**config.mk**
```make
export PLATFORM = sky130hd
export DESIGN_NAME = mem_port_arbiter
export DESIGN_NICKNAME = d
export VERILOG_FILES = /design/src/rtl/rv32_mem_pkg.sv /design/src/rtl/arb_starve_cnt.sv /design/src/rtl/mem_port_arbiter.sv
export SDC_FILE = /design/constraint.sdc
export NUM_CORES = 1
export LEC_CHECK = 0
export CAP_MARGIN = 10
export CORE_AREA = 2 2 110 112
export CTS_CLUSTER_SIZE = 28
export DETAILED_ROUTE_END_ITERATION = 6
export DIE_AREA = 0 0 112 114
export GPL_TIMING_DRIVEN = 0
export MAX_ROUTING_LAYER = met4
export PLACE_DENSITY_LB_ADDON = 0.1
export SLEW_MARGIN = 20
export SYNTH_ARGS = -nofsm -noshare
export SYNTH_HDL_FRONTEND = slang
export SYNTH_SLANG_ARGS = --single-unit
```
**constraint.sdc**
```tcl
create_clock -name clk -period 2.4 [get_ports clk]
set_input_delay 0.24 -clock clk [delete_from_list [all_inputs] [get_ports clk]]
set_output_delay 0.24 -clock clk [all_outputs]
set_load 0.03 [all_outputs]
```
**src/rtl/rv32_mem_pkg.sv**
```systemverilog
// Shared encodings for the unified memory port: arbiter FSM, port owner and byte-enable patterns.
package rv32_mem_pkg;

  typedef enum logic [1:0] {
    ST_IDLE = 2'd0,
    ST_REQ  = 2'd1,
    ST_RESP = 2'd2
  } arb_state_e;

  typedef enum logic [1:0] {
    OWN_NONE = 2'd0,
    OWN_IF   = 2'd1,
    OWN_DATA = 2'd2
  } arb_owner_e;

  localparam logic [3:0] WSTRB_B = 4'b0001;
  localparam logic [3:0] WSTRB_H = 4'b0011;
  localparam logic [3:0] WSTRB_W = 4'b1111;

endpackage

```
**src/rtl/arb_starve_cnt.sv**
```systemverilog
// Saturating count of consecutive data grants taken while a fetch was waiting.
module arb_starve_cnt #(
  parameter int unsigned MAX = 4,
  parameter int unsigned W   = $clog2(MAX + 1)
) (
  input  logic         clk,
  input  logic         reset,
  input  logic         inc_i,
  input  logic         clr_i,
  output logic [W-1:0] cnt_o,
  output logic         at_limit_o
);

  logic [W-1:0] cnt_q, cnt_d;

  assign at_limit_o = (cnt_q == W'(MAX));
  assign cnt_o      = cnt_q;

  // Clear wins over increment when both are asserted.
  always_comb begin
    cnt_d = cnt_q;
    if (clr_i) begin
      cnt_d = '0;
    end else if (inc_i && !at_limit_o) begin
      cnt_d = cnt_q + W'(1);
    end
  end

  always_ff @(posedge clk) begin
    if (reset) begin
      cnt_q <= '0;
    end else begin
      cnt_q <= cnt_d;
    end
  end

endmodule

```
**src/rtl/mem_port_arbiter.sv**
```systemverilog
// Arbitrates the single memory port between instruction fetch and load/store, one transaction in flight.
// Handshake: a requester holds req and its fields until its rvalid pulse; mem_req is held until mem_gnt.
module mem_port_arbiter
  import rv32_mem_pkg::*;
#(
  parameter int unsigned ADDR_W   = 32,
  parameter int unsigned DATA_W   = 32,
  parameter int unsigned MAX_WAIT = 4,
  parameter int unsigned CNT_W    = $clog2(MAX_WAIT + 1)
) (
  input  logic                clk,
  input  logic                reset,
  input  logic                if_req,
  input  logic [ADDR_W-1:0]   if_addr,
  output logic [DATA_W-1:0]   if_rdata,
  output logic                if_rvalid,
  input  logic                d_req,
  input  logic                d_we,
  input  logic [ADDR_W-1:0]   d_addr,
  input  logic [DATA_W-1:0]   d_wdata,
  input  logic [DATA_W/8-1:0] d_wstrb,
  output logic [DATA_W-1:0]   d_rdata,
  output logic                d_rvalid,
  output logic                mem_req,
  output logic                mem_we,
  output logic [ADDR_W-1:0]   mem_addr,
  output logic [DATA_W-1:0]   mem_wdata,
  output logic [DATA_W/8-1:0] mem_wstrb,
  input  logic                mem_gnt,
  input  logic                mem_rvalid,
  input  logic [DATA_W-1:0]   mem_rdata,
  output logic                stall_if,
  output logic                stall_mem,
  output logic [1:0]          dbg_state,
  output logic [1:0]          dbg_owner,
  output logic [CNT_W-1:0]    dbg_wait_cnt
);

  arb_state_e            state_q, state_d;
  arb_owner_e            owner_q, owner_d;
  logic                  mem_req_q, mem_req_d;
  logic                  mem_we_q, mem_we_d;
  logic [ADDR_W-1:0]     mem_addr_q, mem_addr_d;
  logic [DATA_W-1:0]     mem_wdata_q, mem_wdata_d;
  logic [DATA_W/8-1:0]   mem_wstrb_q, mem_wstrb_d;
  logic                  cnt_inc, cnt_clr, cnt_at_limit;
  logic                  pick_if, owner_req;

  arb_starve_cnt #(
    .MAX (MAX_WAIT),
    .W   (CNT_W)
  ) u_starve_cnt (
    .clk        (clk),
    .reset      (reset),
    .inc_i      (cnt_inc),
    .clr_i      (cnt_clr),
    .cnt_o      (dbg_wait_cnt),
    .at_limit_o (cnt_at_limit)
  );

  // Data wins unless fetch is alone or has been passed over MAX_WAIT times.
  assign pick_if   = if_req && (!d_req || cnt_at_limit);
  assign owner_req = (owner_q == OWN_IF) ? if_req : d_req;

  always_comb begin
    state_d     = state_q;
    owner_d     = owner_q;
    mem_req_d   = mem_req_q;
    mem_we_d    = mem_we_q;
    mem_addr_d  = mem_addr_q;
    mem_wdata_d = mem_wdata_q;
    mem_wstrb_d = mem_wstrb_q;
    cnt_inc     = 1'b0;
    cnt_clr     = 1'b0;
    unique case (state_q)
      ST_IDLE: begin
        cnt_clr = !if_req;
        if (pick_if) begin
          owner_d     = OWN_IF;
          mem_req_d   = 1'b1;
          mem_we_d    = 1'b0;
          mem_addr_d  = if_addr;
          mem_wdata_d = '0;
          mem_wstrb_d = '1;
          cnt_clr     = 1'b1;
          state_d     = ST_REQ;
        end else if (d_req) begin
          owner_d     = OWN_DATA;
          mem_req_d   = 1'b1;
          mem_we_d    = d_we;
          mem_addr_d  = d_addr;
          mem_wdata_d = d_wdata;
          mem_wstrb_d = d_wstrb;
          cnt_inc     = if_req;
          state_d     = ST_REQ;
        end
      end
      ST_REQ: begin
        if (mem_gnt) begin
          mem_req_d = 1'b0;
          state_d   = ST_RESP;
        end else if (!owner_req) begin
          // Flush withdrew the request before memory accepted it.
          mem_req_d = 1'b0;
          owner_d   = OWN_NONE;
          state_d   = ST_IDLE;
        end
      end
      ST_RESP: begin
        if (mem_rvalid) begin
          owner_d = OWN_NONE;
          state_d = ST_IDLE;
        end
      end
      default: begin
        state_d   = ST_IDLE;
        owner_d   = OWN_NONE;
        mem_req_d = 1'b0;
      end
    endcase
  end

  always_ff @(posedge clk) begin
    if (reset) begin
      state_q     <= ST_IDLE;
      owner_q     <= OWN_NONE;
      mem_req_q   <= 1'b0;
      mem_we_q    <= 1'b0;
      mem_addr_q  <= '0;
      mem_wdata_q <= '0;
      mem_wstrb_q <= '0;
    end else begin
      state_q     <= state_d;
      owner_q     <= owner_d;
      mem_req_q   <= mem_req_d;
      mem_we_q    <= mem_we_d;
      mem_addr_q  <= mem_addr_d;
      mem_wdata_q <= mem_wdata_d;
      mem_wstrb_q <= mem_wstrb_d;
    end
  end

  assign mem_req   = mem_req_q;
  assign mem_we    = mem_we_q;
  assign mem_addr  = mem_addr_q;
  assign mem_wdata = mem_wdata_q;
  assign mem_wstrb = mem_wstrb_q;

  // Responses are routed in the same cycle; the pulse is delivered even if the owner has since dropped req.
  assign if_rvalid = (state_q == ST_RESP) && (owner_q == OWN_IF) && mem_rvalid;
  assign d_rvalid  = (state_q == ST_RESP) && (owner_q == OWN_DATA) && mem_rvalid;
  assign if_rdata  = mem_rdata;
  assign d_rdata   = mem_rdata;

  assign stall_if  = if_req & ~if_rvalid;
  assign stall_mem = d_req & ~d_rvalid;

  assign dbg_state = state_q;
  assign dbg_owner = owner_q;

endmodule
```
==> flow_summary.json, run 1 <==
{
  "status": "finished clean",
  "clk_latency_ps": 340,
  "cp_data_arrival_time_ps": 1930,
  "post-cts-setup-buffers": 0,
  "die_h_microns": 114,
  "min_path_cells": 2,
  "detail_route.wl_per_cell_microns": 13.9,
  "place_inst": 864,
  "hold_class": "reg -> reg",
  "area_delta_synth_final_pct": 82.2,
  "gp_congestion": 0.784,
  "cts_buffers": 9,
  "drive_above_1_share": 0.135,
  "cts.clk_slew.worst_paths_ps": 60,
  "dp_hpwl_microns": 9720,
  "wirelength_microns": 12300,
  "grt_pass1_wl_microns": 19400,
  "synth_top_area_frac": 0.422,
  "netlist_area_sq_um": 3650,
  "period_share": 0.904,
  "synth_cell_types": 33,
  "hold_viol_final": 0,
  "max_cap_violations": 0,
  "fin_ws_ps": 230,
  "io_pins": 284,
  "p_leak_nw": 2.62,
  "yosys-top-cells-area": "dfxtp_1, buf_4, nand2_1, a21oi_1, a31oi_1",
  "cts_resized": 0,
  "ir_drop_v": 0.000301,
  "worstPathCellList": "nand3b_1, nor3b_1, clkdlybuf4s50_1",
  "regToRegSetupSlack_ps": 540,
  "cts_root_buffer": "clkbuf_16",
  "powerDensity_nw_per_um2": 667,
  "fin_nets": 869,
  "final_common_cell": "clkdlybuf4s50_1",
  "core_area_sq_um": 11700,
  "grt_max_degree": 15,
  "crit_slowest_cell": "clkdlybuf4s50_1",
  "grt_overflow": 0,
  "timing.final.max_slew_violations": 0,
  "seq_area_frac_synth": 0.422,
  "core.rowCount": 40,
  "place_ws_ps": 368,
  "die-area_sq_um": 12800,
  "max_freq_mhz": 461,
  "mostFrequentLayoutCells": "clkdlybuf4s50_1, nand2_1, dfxtp_1",
  "holdPathEnd": "mem_wdata[13]$_SDFFE_PP0P_",
  "crit_path_start_kind": "flip-flop",
  "diodes": 0,
  "h-tree-depth": 3,
  "synth_seq_cells": 77,
  "cts_sinks": 77,
  "antenna_found_initial": 0,
  "r2r_end": "mem_wdata[12]$_SDFFE_PP0P_",
  "finClkSkew_ps": 6.67,
  "drt-initial-drc-count": 177,
  "cts_hold_buf": 0,
  "holdWs_ps": 449,
  "fin_total_pwr_mw": 4.43,
  "r2r_cells": 8,
  "nFillCells": 1084,
  "dieWidth_microns": 112,
  "vias": 4105,
  "ctsLongestPathBuffers": 2,
  "fin_crit_ps": 2170,
  "path_class": "reg -> out",
  "crit_path_max_incr_delay_ps": 720,
  "syn_inst": 468,
  "worst_slew_pin_slew_ps": 532,
  "syn_avg_cell_area_sq_um": 7.80,
  "synth_nets": 609,
  "drc": 0,
  "start_util": 0.312,
  "synth_top_area_cell": "dfxtp_1",
  "hp-start": "mem_wdata[13]$_SDFFE_PP0P_",
  "worstPathRequired_ps": 2160,
  "tns_ps": 0,
  "instances_no_fill": 880,
  "setup_viol_count_final": 0,
  "first_global_vias": 4154,
  "reg2reg_from": "u_starve_cnt.cnt_o[0]$_SDFFE_PP0P_",
  "first_pass_iters": 4,
  "ys_warn_count": 0,
  "ant_nets": 0,
  "cts_tree": "built",
  "end_kind": "output port",
  "grt.total_usage": 0.194,
  "maxSlewHeadroom": 0.645,
  "path_max_fanout": 8,
  "vias_per_cell": 4.66,
  "port_buffers": 249,
  "rsz0062_at_grt": "false"
}
-- how the worst max path moves through the flow --
stage                              startpoint  cells past startpoint   endpoint
floorplan           dbg_state[1]$_SDFFE_PP0P_                      3  stall_mem
global placement                   mem_rvalid                      4   d_rvalid
detailed placement                 mem_rvalid                      4   d_rvalid
CTS                 dbg_state[1]$_SDFFE_PP0P_                      3   d_rvalid
global route        dbg_state[1]$_SDFFE_PP0P_                      3   d_rvalid
finish              dbg_state[1]$_SDFFE_PP0P_                      3   d_rvalid
-- worst max-delay path, delay by kind of cell, from the launching register on --
kind          cells  cell delay (ps)
buf+inv           1              720
simple gates      2              400
flops             1              480
-- through the flow --
stage           util  area, sq um
2_1_floorplan      -         3650
3_3_place_gp   0.540         6320
3_5_place_dp   0.540         6320
4_1_cts        0.568         6650
5_1_grt        0.568         6650
6_report       0.568         6650
-- cells by family (layout without fill, tap and decap cells) --
logic type,after synthesis,in the layout,synth area share
AO/OA/AOI/OAI,117,117,0.179
flip-flops,77,77,0.422
adder cells (fa/ha/maj),2,2,0.00686
multiplexers,1,1,0.00274
buffers and inverters,104,369,0.190
AND/OR/NAND/NOR,167,167,0.199
-- final cells by class --
| class | instances | area (sq um) | share of cell area |
|---|---|---|---|
| buffer | 100 | 678 | 0.102 |
| clock buffer | 9 | 225 | 0.0339 |
| clock inverter | 7 | 97.6 | 0.0147 |
| inverter | 4 | 15.0 | 0.00226 |
| multi-input combinational | 287 | 1410 | 0.213 |
| sequential | 77 | 1540 | 0.232 |
| tap | 147 | 184 | 0.0277 |
| timing repair buffer | 249 | 2490 | 0.375 |
-- power breakdown --
part	leakage [nW]	switching, mW	internal [mW]
Sequential	0.636	0.0763	1.42
Combinational	1.83	0.791	0.686
Clock	0.152	0.548	0.915
-- routing by layer --
layer  GRT usage  routed length [microns]  vias up
li1            -                        -     2044
met1       0.215                     4870     1861
met2       0.338                     6130      186
met3      0.0494                     1030       14
met4      0.0756                      234        0
met5           -                        0        -
-- sequential cells by signal (all words and copies together) (netlist names) --
name,count
mem_req,1
u_starve_cnt.cnt_o,3
mem_we,1
dbg_state,2
mem_wdata,32
mem_addr,32
mem_wstrb,4
dbg_owner,2
-- cells in the mapped netlist, drive strengths merged --
| master | instances |
|---|---|
| dfxtp | 77 |
| a2111oi | 2 |
| nor2 | 14 |
| and2 | 2 |
| buf | 78 |
| ha | 2 |
| nor4 | 1 |
| o41ai | 1 |
| nor3b | 4 |
| a21oi | 41 |
| inv | 4 |
| clkbuf | 22 |
| or2 | 1 |
| nor2b | 2 |
| o31ai | 1 |
| nand2b | 2 |
| mux2i | 1 |
| o311ai | 1 |
| o21bai | 1 |
| nand2 | 103 |
| o21ai | 38 |
| nand3 | 35 |
| a31oi | 32 |
| nand3b | 1 |
| nor3 | 2 |
No activity file was read; power rests on OpenSTA's default activity.
==> inputs of run 2 (changes only) <==
--- a/config.mk
+++ b/config.mk
@@ -13,6 +13,7 @@
 export GPL_TIMING_DRIVEN = 0
 export MAX_ROUTING_LAYER = met4
 export PLACE_DENSITY_LB_ADDON = 0.1
+export SETUP_SLACK_MARGIN = 0.02
 export SLEW_MARGIN = 20
 export SYNTH_ARGS = -nofsm -noshare
 export SYNTH_HDL_FRONTEND = slang
==> results of run 2 <==
Final layout, timing and power as in run 1 (identical DEF).
